`src/rtl/mig_traffic_gen_if.sv`:
```
// Bus bundle between the chunk stacker / unstacker streams, the MIG app_* port
// and mig_traffic_gen. The master view is the traffic generator itself.
interface mig_traffic_gen_if #(
    parameter int ADDR_W = 27
);
    logic              chunk_tvalid;
    logic              chunk_tready;
    logic [127:0]      chunk_tdata;
    logic              chunk_tlast;

    logic              rd_fifo_ready;
    logic              rd_tvalid;
    logic [127:0]      rd_tdata;
    logic              rd_tlast;

    logic [ADDR_W-1:0] app_addr;
    logic [2:0]        app_cmd;
    logic              app_en;
    logic              app_rdy;
    logic [127:0]      app_wdf_data;
    logic              app_wdf_wren;
    logic              app_wdf_end;
    logic [15:0]       app_wdf_mask;
    logic              app_wdf_rdy;
    logic [127:0]      app_rd_data;
    logic              app_rd_data_valid;

    modport master (
        input  chunk_tvalid, chunk_tdata, chunk_tlast, rd_fifo_ready,
               app_rdy, app_wdf_rdy, app_rd_data, app_rd_data_valid,
        output chunk_tready, rd_tvalid, rd_tdata, rd_tlast,
               app_addr, app_cmd, app_en, app_wdf_data, app_wdf_wren,
               app_wdf_end, app_wdf_mask
    );

    modport slave (
        output chunk_tvalid, chunk_tdata, chunk_tlast, rd_fifo_ready,
               app_rdy, app_wdf_rdy, app_rd_data, app_rd_data_valid,
        input  chunk_tready, rd_tvalid, rd_tdata, rd_tlast,
               app_addr, app_cmd, app_en, app_wdf_data, app_wdf_wren,
               app_wdf_end, app_wdf_mask
    );
endinterface

```
`src/rtl/mig_traffic_gen.sv`:
```
// Writes 128-bit chunks linearly into DDR through the MIG app_* port and reads
// the frame back continuously; writes win arbitration, reads are credit-bounded.
module mig_traffic_gen #(
    parameter int ADDR_W          = 27,
    parameter int ADDR_STEP       = 8,
    parameter int FRAME_CHUNKS    = 230400,
    parameter int MAX_OUTSTANDING = 16
) (
    input  logic              clk_in,
    input  logic              rst_in,
    input  logic              calib_done_in,
    mig_traffic_gen_if.master bus
);
    localparam int OUT_W = $clog2(MAX_OUTSTANDING + 1);
    localparam int CNT_W = (FRAME_CHUNKS > 1) ? $clog2(FRAME_CHUNKS) : 1;
    localparam logic [ADDR_W-1:0] STEP      = ADDR_W'(ADDR_STEP);
    localparam logic [ADDR_W-1:0] LAST_ADDR = ADDR_W'((FRAME_CHUNKS - 1) * ADDR_STEP);
    localparam logic [OUT_W-1:0]  OUT_MAX   = OUT_W'(MAX_OUTSTANDING);
    localparam logic [CNT_W-1:0]  CNT_LAST  = CNT_W'(FRAME_CHUNKS - 1);

    typedef enum logic [1:0] {IDLE, WR, RD} state_e;

    state_e            state_q, state_d;
    logic [ADDR_W-1:0] wr_addr_q, wr_addr_d;
    logic [ADDR_W-1:0] rd_addr_q, rd_addr_d;
    logic              cmd_done_q, cmd_done_d;
    logic              dat_done_q, dat_done_d;
    logic [OUT_W-1:0]  outstanding_q, outstanding_d;
    logic [CNT_W-1:0]  rd_ret_cnt_q, rd_ret_cnt_d;
    logic              rd_tvalid_q, rd_tlast_q;
    logic [127:0]      rd_tdata_q;

    logic cmd_hs, dat_hs, wr_fin, rd_hs, ret_dec;

    // State register
    always_ff @(posedge clk_in or negedge rst_in) begin
        if (!rst_in) state_q <= IDLE;
        else         state_q <= state_d;
    end

    // Strobes are derived from state so reset drops them without waiting for a clock.
    always_comb begin
        bus.app_en       = 1'b0;
        bus.app_wdf_wren = 1'b0;
        bus.app_cmd      = 3'b000;
        bus.app_addr     = '0;
        case (state_q)
            WR: begin
                bus.app_en       = !cmd_done_q;
                bus.app_wdf_wren = !dat_done_q;
                bus.app_addr     = wr_addr_q;
            end
            RD: begin
                bus.app_en   = 1'b1;
                bus.app_cmd  = 3'b001;
                bus.app_addr = rd_addr_q;
            end
            default: ;
        endcase
    end

    assign cmd_hs  = bus.app_en && bus.app_rdy;
    assign dat_hs  = bus.app_wdf_wren && bus.app_wdf_rdy;
    assign wr_fin  = (state_q == WR) && (cmd_done_q || cmd_hs) && (dat_done_q || dat_hs);
    assign rd_hs   = (state_q == RD) && bus.app_rdy;
    assign ret_dec = bus.app_rd_data_valid && (outstanding_q != '0);

    assign bus.chunk_tready = wr_fin;
    assign bus.app_wdf_data = bus.chunk_tdata;
    assign bus.app_wdf_end  = bus.app_wdf_wren;
    assign bus.app_wdf_mask = '0;
    assign bus.rd_tvalid    = rd_tvalid_q;
    assign bus.rd_tdata     = rd_tdata_q;
    assign bus.rd_tlast     = rd_tlast_q;

    // Next-state logic
    always_comb begin
        state_d = state_q;
        case (state_q)
            IDLE: begin
                if (calib_done_in) begin
                    if (bus.chunk_tvalid)
                        state_d = WR;
                    else if (bus.rd_fifo_ready && outstanding_q < OUT_MAX)
                        state_d = RD;
                end
            end
            WR:      if (wr_fin) state_d = IDLE;
            RD:      if (rd_hs)  state_d = IDLE;
            default: state_d = IDLE;
        endcase
    end

    always_comb begin
        cmd_done_d    = 1'b0;
        dat_done_d    = 1'b0;
        wr_addr_d     = wr_addr_q;
        rd_addr_d     = rd_addr_q;
        outstanding_d = outstanding_q;
        rd_ret_cnt_d  = rd_ret_cnt_q;
        if (state_q == WR && !wr_fin) begin
            cmd_done_d = cmd_done_q || cmd_hs;
            dat_done_d = dat_done_q || dat_hs;
        end
        // A frame ends either on the stacker's tlast or on the last address slot.
        if (wr_fin)
            wr_addr_d = (bus.chunk_tlast || wr_addr_q == LAST_ADDR) ? '0 : wr_addr_q + STEP;
        if (rd_hs)
            rd_addr_d = (rd_addr_q == LAST_ADDR) ? '0 : rd_addr_q + STEP;
        case ({rd_hs, ret_dec})
            2'b10:   outstanding_d = outstanding_q + 1'b1;
            2'b01:   outstanding_d = outstanding_q - 1'b1;
            default: ;
        endcase
        if (bus.app_rd_data_valid)
            rd_ret_cnt_d = (rd_ret_cnt_q == CNT_LAST) ? '0 : rd_ret_cnt_q + 1'b1;
    end

    always_ff @(posedge clk_in or negedge rst_in) begin
        if (!rst_in) begin
            wr_addr_q     <= '0;
            rd_addr_q     <= '0;
            cmd_done_q    <= 1'b0;
            dat_done_q    <= 1'b0;
            outstanding_q <= '0;
            rd_ret_cnt_q  <= '0;
            rd_tvalid_q   <= 1'b0;
            rd_tlast_q    <= 1'b0;
            rd_tdata_q    <= '0;
        end else begin
            wr_addr_q     <= wr_addr_d;
            rd_addr_q     <= rd_addr_d;
            cmd_done_q    <= cmd_done_d;
            dat_done_q    <= dat_done_d;
            outstanding_q <= outstanding_d;
            rd_ret_cnt_q  <= rd_ret_cnt_d;
            rd_tvalid_q   <= bus.app_rd_data_valid;
            rd_tdata_q    <= bus.app_rd_data;
            rd_tlast_q    <= bus.app_rd_data_valid && (rd_ret_cnt_q == CNT_LAST);
        end
    end
endmodule

```
`src/flat_wrapper.sv`:
```
// flat-port wrapper written by rule: the top's interface ports become plain ports
module mig_traffic_gen_flat 
#(
    parameter int ADDR_W          = 27,
    parameter int ADDR_STEP       = 8,
    parameter int FRAME_CHUNKS    = 230400,
    parameter int MAX_OUTSTANDING = 16
)
  (clk_in, rst_in, calib_done_in, bus_chunk_tvalid, bus_chunk_tdata, bus_chunk_tlast, bus_rd_fifo_ready, bus_app_rdy, bus_app_wdf_rdy, bus_app_rd_data, bus_app_rd_data_valid, bus_chunk_tready, bus_rd_tvalid, bus_rd_tdata, bus_rd_tlast, bus_app_addr, bus_app_cmd, bus_app_en, bus_app_wdf_data, bus_app_wdf_wren, bus_app_wdf_end, bus_app_wdf_mask);
  mig_traffic_gen_if #(.ADDR_W(ADDR_W)) bus_i ();
  input  logic clk_in;
  input  logic rst_in;
  input  logic calib_done_in;
  input wire logic [$bits(bus_i.chunk_tvalid)-1:0] bus_chunk_tvalid;
  input wire logic [$bits(bus_i.chunk_tdata)-1:0] bus_chunk_tdata;
  input wire logic [$bits(bus_i.chunk_tlast)-1:0] bus_chunk_tlast;
  input wire logic [$bits(bus_i.rd_fifo_ready)-1:0] bus_rd_fifo_ready;
  input wire logic [$bits(bus_i.app_rdy)-1:0] bus_app_rdy;
  input wire logic [$bits(bus_i.app_wdf_rdy)-1:0] bus_app_wdf_rdy;
  input wire logic [$bits(bus_i.app_rd_data)-1:0] bus_app_rd_data;
  input wire logic [$bits(bus_i.app_rd_data_valid)-1:0] bus_app_rd_data_valid;
  output wire logic [$bits(bus_i.chunk_tready)-1:0] bus_chunk_tready;
  output wire logic [$bits(bus_i.rd_tvalid)-1:0] bus_rd_tvalid;
  output wire logic [$bits(bus_i.rd_tdata)-1:0] bus_rd_tdata;
  output wire logic [$bits(bus_i.rd_tlast)-1:0] bus_rd_tlast;
  output wire logic [$bits(bus_i.app_addr)-1:0] bus_app_addr;
  output wire logic [$bits(bus_i.app_cmd)-1:0] bus_app_cmd;
  output wire logic [$bits(bus_i.app_en)-1:0] bus_app_en;
  output wire logic [$bits(bus_i.app_wdf_data)-1:0] bus_app_wdf_data;
  output wire logic [$bits(bus_i.app_wdf_wren)-1:0] bus_app_wdf_wren;
  output wire logic [$bits(bus_i.app_wdf_end)-1:0] bus_app_wdf_end;
  output wire logic [$bits(bus_i.app_wdf_mask)-1:0] bus_app_wdf_mask;
  assign bus_i.chunk_tvalid = bus_chunk_tvalid;
  assign bus_i.chunk_tdata = bus_chunk_tdata;
  assign bus_i.chunk_tlast = bus_chunk_tlast;
  assign bus_i.rd_fifo_ready = bus_rd_fifo_ready;
  assign bus_i.app_rdy = bus_app_rdy;
  assign bus_i.app_wdf_rdy = bus_app_wdf_rdy;
  assign bus_i.app_rd_data = bus_app_rd_data;
  assign bus_i.app_rd_data_valid = bus_app_rd_data_valid;
  assign bus_chunk_tready = bus_i.chunk_tready;
  assign bus_rd_tvalid = bus_i.rd_tvalid;
  assign bus_rd_tdata = bus_i.rd_tdata;
  assign bus_rd_tlast = bus_i.rd_tlast;
  assign bus_app_addr = bus_i.app_addr;
  assign bus_app_cmd = bus_i.app_cmd;
  assign bus_app_en = bus_i.app_en;
  assign bus_app_wdf_data = bus_i.app_wdf_data;
  assign bus_app_wdf_wren = bus_i.app_wdf_wren;
  assign bus_app_wdf_end = bus_i.app_wdf_end;
  assign bus_app_wdf_mask = bus_i.app_wdf_mask;
  mig_traffic_gen #(.ADDR_W(ADDR_W), .ADDR_STEP(ADDR_STEP), .FRAME_CHUNKS(FRAME_CHUNKS), .MAX_OUTSTANDING(MAX_OUTSTANDING)) u_core (.clk_in(clk_in), .rst_in(rst_in), .calib_done_in(calib_done_in), .bus(bus_i));
endmodule
```
`config.mk`:
```
export PLATFORM = sky130hd
export DESIGN_NAME = mig_traffic_gen_flat
export DESIGN_NICKNAME = d
export VERILOG_FILES = /design/src/rtl/mig_traffic_gen_if.sv /design/src/rtl/mig_traffic_gen.sv /design/src/flat_wrapper.sv
export SDC_FILE = /design/constraint.sdc
export NUM_CORES = 1
export LEC_CHECK = 0
export BUFFER_PORTS_ARGS = -buffer_cell sky130_fd_sc_hd__buf_2
export CAP_MARGIN = 20
export CORE_AREA = 2 2 220 222
export DETAILED_ROUTE_END_ITERATION = 12
export DIE_AREA = 0 0 222 224
export PLACE_DENSITY_LB_ADDON = 0.15
export SKIP_LAST_GASP = 1
export SYNTH_ARGS = -nofsm -noshare
export SYNTH_HDL_FRONTEND = slang
export SYNTH_SLANG_ARGS = --single-unit
```
`constraint.sdc`:
```
create_clock -name clk_in -period 4.2 [get_ports clk_in]
set_input_delay 0.42 -clock clk_in [delete_from_list [all_inputs] [get_ports clk_in]]
set_output_delay 0.42 -clock clk_in [all_outputs]
set_load 0.05 [all_outputs]
```
-- After elaboration in Yosys (flattened, before gate mapping)
Index checks and enable logic that the tools add are counted.
- $add $sub $neg: 5
- $lt $le $gt $ge: 1
- eq/ne operators: 11
- mux-type cells: 16
- reduce and logical (&&, ||, !) cells: 19
- operators by type and width (kind ; count):
    27-bit by 4-bit adder with 27-bit output, second input constant ; 2
    27-bit by 21-bit == test with 1-bit output, second input constant ; 2
    27-bit 2-to-1 mux ; 2
    27-bit case mux with 2 select lines ; 1
    18-bit by 1-bit adder with 18-bit output, second input constant ; 1
    18-bit == test, second input constant ; 1
    18-bit 2-to-1 mux ; 1
    2-bit 2-to-1 mux ; 5
    5-bit case mux with 2 select lines ; 1
    1-bit logical AND ; 9
    2-bit case mux with 3 select lines ; 1
    5-bit by 1-bit adder with 5-bit output, second input constant ; 1
    5-bit < comparator, second input constant ; 1
    5-bit nonzero test ; 1
    5-bit by 1-bit subtractor with 5-bit output, second input constant ; 1
    2-bit by 1-bit == test with 1-bit output, second input constant ; 2
    2-bit == test, second input constant ; 2
    1-bit 2-to-1 mux ; 4
    2-bit by 1-bit inequality test with 1-bit output, second input constant ; 2
    4-bit AND reduction ; 1
    1-bit zero test ; 3
    1-bit logical OR ; 3
    3-bit by 2-bit inequality test with 1-bit output, second input constant ; 1
    2-bit zero test ; 1
    other kinds (3) ; 3
- register bits: 211
- input port bits: 265
- output and inout port bits: 308
- word-level logic and storage cells: 62

-- Logic depth before layout (Yosys ltp)
- depth in word-level cells: 9
- mapped depth: 14

-- Least setup slack after synthesis
OpenSTA, ideal clock, no wires.
- path kind: register -> register
- start point: register u_core.state_q[0]
- end point: register u_core.outstanding_q[4]
- library setup time: 79 ps
- arrival: 3359 ps
- slack: 762 ps
- cell stages (with the launch flop): 15
- cell sequence: dfrtp_1 > inv_1 > ha_1 > clkbuf_1 > buf_1 > nand2_1 > ha_1 > buf_2 > xor2_1 > ha_1 > o21a_1 > o221a_2 > o21a_1 > nor3_1 > xor2_1
- cells in the longest elaborated chain, start to end: 4
- elaborated cells between the ends (all ways): 6
- RTL lines (what ; line ; text):
    start: declaration ; mig_traffic_gen.sv:23 ; state_e state_q, state_d;
    start signal: assignment ; mig_traffic_gen.sv:38 ; else state_q <= state_d;
    2-bit == test * ; mig_traffic_gen.sv:65 ; assign rd_hs = (state_q == RD) && bus.app_rdy;
    1-bit logical AND * ; mig_traffic_gen.sv:65 ;
    2-bit by 1-bit == test with 1-bit output / 2-bit == test (equally long branches) ; mig_traffic_gen.sv:110 ; case ({rd_hs, ret_dec})
    5-bit case mux with 2 select lines / 2-bit nonzero test (equally long branches) ; n/a ;
    end signal: assignment ; mig_traffic_gen.sv:135 ; outstanding_q <= outstanding_d;
    end: declaration ; mig_traffic_gen.sv:28 ; logic [OUT_W-1:0] outstanding_q, outstanding_d;
Mark *: on every way between the ends. The rest lies on a longest branch, timed or not.
A chain may end at the register's enable or synchronous reset.

-- Worst setup path in the final report
- start point: register u_core.state_q[0]
- end point: output bus_chunk_tready
- cells in the longest elaborated chain, start to end: 6
- elaborated cells between the ends (all ways): 10
- RTL lines (what ; line ; text):
    2-bit == test / 2-bit by 1-bit == test with 1-bit output (equally long branches) ; mig_traffic_gen.sv:47, mig_traffic_gen.sv:64 ;
    1-bit case mux with 2 select lines ; mig_traffic_gen.sv:47 ; case (state_q)
    1-bit logical AND ; mig_traffic_gen.sv:62 ; assign cmd_hs = bus.app_en && bus.app_rdy;
    1-bit logical OR ; mig_traffic_gen.sv:64 ; assign wr_fin = (state_q == WR) && (cmd_done_q || cmd_hs) && (dat_done_q || dat_hs);
    1-bit logical AND ; mig_traffic_gen.sv:64 ;
    1-bit logical AND * ; mig_traffic_gen.sv:64 ;
    end: declaration ; flat_wrapper.sv:22 ; output wire logic [$bits(bus_i.chunk_tready)-1:0] bus_chunk_tready;
Marks and branches as above.

==> flow_summary_export.csv <==
group,metric,value,unit
run_status,status,"finished, final reports clean",
timing,fin_setup_tns,0,ns
logic_synthesis,synthesis.area,0.00876,mm2
worst_hold_path,hold_start,"bus_app_wdf_rdy",
route,ant_nets,0,
placed_design,io_buffers,295,
global_route,globalRouteOverflowTotal,0,
cts,clockBufferDepth,3,
finish,seqCellArea,0.00513,mm2
cts,cts_root_buf,"clkbuf_16",
worst_setup_path,cp.required,3.78,ns
pwr,vdd_drop_max,0.286,mV
finish,syn2layout_area_growth,38.4,%
cts,htree_levels,1,
finish,insertedDiodeCount,0,
global_route,grt_start_max_net_pins,77,
flow_run,maxCapViolations,0,
route,via_per_inst,3.79,
cts,clock-sinks,205,
timing,drv_slew,0,
route,vias,6391,
worst_setup_path,cpLargestDelayFamily,"buffers and inverters",
cts,clock_latency,0.54,ns
floorplan,die_y,224,um
worst_setup_path,critPathLaunchType,"flip-flop",
logic_synthesis,yosysUniqueCellTypes,55,
timing,setup_viol,0,
timing,max_freq,329,MHz
route,drt_wl_total,26200,um
floorplan,placementRows,80,
finish,multiInputGateArea,0.00240,mm2
worst_setup_path,r2r_setup_slack,1.25,ns
placed_design,dp_cells,1510,
route,drc,0,
logic_synthesis,synth_edf_count,0,
pwr,finalPower,6.04,mW
cts,ctsResizeCount,0,
worst_setup_path,endpoint_kind,"output port",
finish,fin_nets,1328,
route,routedWlPerCell,15.5,um
floorplan,coreArea,0.0473,mm2
route,dr.pass1.iters,5,
placed_design,place_congestion,0.731,
cts,cts_setup_buffers,0,
worst_setup_path,critical_path_buf_inv_count,5,
logic_synthesis,ys.flop_type,"dfrtp_1",
pwr,powerDensity,498,mW/mm2
timing,tightestPinTransition,0.908,ns
cts,hold_buffers,129,
placed_design,dp_hpwl,18800,um
floorplan,io-pin-count,573,
worst_setup_path,crit_path_max_incr_delay,0.38,ns
worst_setup_path,rr_worst_depth,12,
worst_hold_path,whs_endpoint,"u_core.cmd_done_q",
worst_hold_path,hold_class,"primary input to flip-flop",
placed_design,pre_cts_slack,1.26,ns
global_route,grt_pass1_vias,6730,
logic_synthesis,synth_top_cell_by_area,"dfrtp_1",
cts,cts_buffers,27,
floorplan,die_x,222,um
worst_setup_path,r2r_start,"u_core.state_q[0]",
logic_synthesis,synth_area_leaders,"dfrtp_1 59%, buf_4 13%, xnor2_1 2.7%, a22oi_1 2.1%, nand3_1 2.1%",
finish,n_fill_cell,5009,
worst_setup_path,cp_slowest_cell,"dfrtp_1",
timing,fin_crit,3.04,ns
floorplan,dieArea,0.0497,mm2
logic_synthesis,ys_async_sr_fraction,1.00,
timing,timing.final.ws_setup,1.16,ns
cts,clkSlewWorstSetupHoldPaths,0.06,ns
timing,max_slew_margin,0.390,
worst_hold_path,worstHoldPathCells,2,
pwr,p_leak,5.53,nW
timing,fin_skew,0.0113,ns
floorplan,initial_core_util,0.185,
logic_synthesis,synth_cells,749,
cts,cts_tree,"built",
logic_synthesis,yosysWarnings,0,
logic_synthesis,synth_seq_cells,205,
logic_synthesis,synth_top_area_frac,0.586,
global_route,grt_pass1_wl,40000,um
worst_setup_path,crit_chain,"inv_1, ha_1, buf_4, a21oi_1, or2_1, buf_4, clkinv_2, buf_2",
worst_setup_path,cp.arrival,2.62,ns
logic_synthesis,avgSynthCellArea,11.7,um2
worst_setup_path,cp_max_fo,27,
route,first_iter_violations,331,
timing,timing.final.hold_violations,0,
global_route,grt_use_total,0.103,
timing,rsz0062_at_grt,"no",
timing,post-route-period-util,0.724,
logic_synthesis,ys_seq_area_frac,0.586,
finish,drive_gt1_frac,0.336,
global_route,antenna_found_initial,1,
worst_setup_path,reg2reg_to,"u_core.outstanding_q[4]",
worst_setup_path,cp_common_cell,"buf_4",
worst_setup_path,worstSetupPathType,"flip-flop to output port",
finish,layout.cells.non_filler,1688,
==> worst max path at each step <==
stage,slack (ns),endpoint,from,cells after the start
6_report,1.16,bus_chunk_tready,u_core.state_q[0],8
5_1_grt,0.93,bus_chunk_tready,u_core.state_q[1],8
4_1_cts,1.09,bus_chunk_tready,u_core.state_q[0],8
3_5_place_dp,1.26,u_core.outstanding_q[4],u_core.state_q[0],12
3_3_place_gp,1.32,u_core.outstanding_q[4],u_core.state_q[0],12
2_1_floorplan,0.76,u_core.outstanding_q[4],u_core.state_q[0],14
==> report_power, final <==
part	internal [mW]	switching (mW)	total, mW
sequential	2.15	0.176	2.33
combinational	0.461	0.846	1.31
clock	1.48	0.918	2.40
total	4.10	1.94	6.04
==> area by class of cell <==
class / count / area share
clock buffers: 36 / 0.0610
flip-flops and latches: 205 / 0.423
clock inverters: 13 / 0.0152
multi-input cells: 374 / 0.198
inverters: 14 / 0.00444
well taps: 615 / 0.0635
repair buffers: 431 / 0.235
==> flip-flops by register name, summed over array words and instances, names as in the netlist <==
name,flops
u_core.bus.rd_tdata,128
u_core.bus.rd_tlast,1
u_core.bus.rd_tvalid,1
u_core.cmd_done_q,1
u_core.dat_done_q,1
u_core.outstanding_q,5
u_core.rd_addr_q,24
u_core.rd_ret_cnt_q,18
u_core.state_q,2
u_core.wr_addr_q,24
==> layer usage <==
layer | global-route usage | wire length, um
met1 | 0.126 | 10900
met2 | 0.168 | 12700
met3 | 0.0384 | 2100
met4 | 0.0296 | 621
met5 | 0 | 7
==> cell usage in the layout, fill, tap and decap left out, drive strengths merged, types with 6 or more instances in the layout <==
cell / instances
xor2: 20
nor2b: 27
nand4: 25
dfrtp: 205
o21ai: 28
nand2: 30
xnor2: 27
ha: 10
nor4: 10
nor2: 35
clkinv: 6
and4: 6
inv: 14
nor3: 9
a21oi: 14
nand3: 36
o21a: 6
a22oi: 25
clkbuf: 37
buf: 301
conb: 21
dlygate4sd3: 129
==> kinds of logic (layout without fill, tap and decap cells) <==
| logic type | Yosys count | count (layout) | synth area share |
|---|---|---|---|
| compound gates | 89 | 89 | 0.0670 |
| xor+xnor | 47 | 47 | 0.0470 |
| other cells | 1 | 21 | 0.000428 |
| simple gates | 202 | 202 | 0.131 |
| buf+inv | 190 | 494 | 0.149 |
| flops | 205 | 205 | 0.586 |
| mux | 5 | 5 | 0.00600 |
| fa+ha+maj | 10 | 10 | 0.0143 |
==> stage by stage <==
step | hold WS (ns) | instance area [um2] | util
3_3_place_gp | 0.484 | 9900 | 0.209
5_1_grt | 0.0524 | 12100 | 0.256
2_1_floorplan | 0.124 | 8830 | -
6_report | 0.0783 | 12100 | 0.256
3_5_place_dp | 0.490 | 9900 | 0.209
4_1_cts | 0.0361 | 12100 | 0.256
==> synthesized netlist by cell type (3+ instances only) <==
| cell | count |
|---|---|
| nor4_1 | 7 |
| a21oi_1 | 13 |
| or3_1 | 3 |
| and4_1 | 6 |
| a22oi_1 | 25 |
| and3_1 | 5 |
| or4_1 | 3 |
| o21a_1 | 6 |
| nand3b_1 | 4 |
| nand3_1 | 36 |
| xnor2_1 | 27 |
| buf_4 | 152 |
| buf_1 | 3 |
| nor2b_1 | 27 |
| buf_2 | 8 |
| xor2_1 | 20 |
| nand4_1 | 23 |
| o22ai_1 | 3 |
| o21ai_0 | 27 |
| ha_1 | 10 |
| nor2_1 | 32 |
| dfrtp_1 | 205 |
| nor3_1 | 7 |
| and2_1 | 4 |
| o31ai_1 | 3 |
| mux2i_1 | 3 |
| clkbuf_1 | 11 |
| inv_1 | 13 |
| nand2_1 | 30 |
==> worst register-to-register path, cell delays in order, from the launching register on <==
cell and delay, ns:
dfrtp_1 0.38, inv_1 0.10, ha_1 0.15, buf_4 0.32, nand2_1 0.20, ha_1 0.37, xor2_1 0.19, ha_1 0.22
a21boi_0 0.13, o221a_2 0.29, o21a_1 0.16, nor3_1 0.18, xor2_1 0.17
Note: power is estimated with default switching activity, not from simulation.
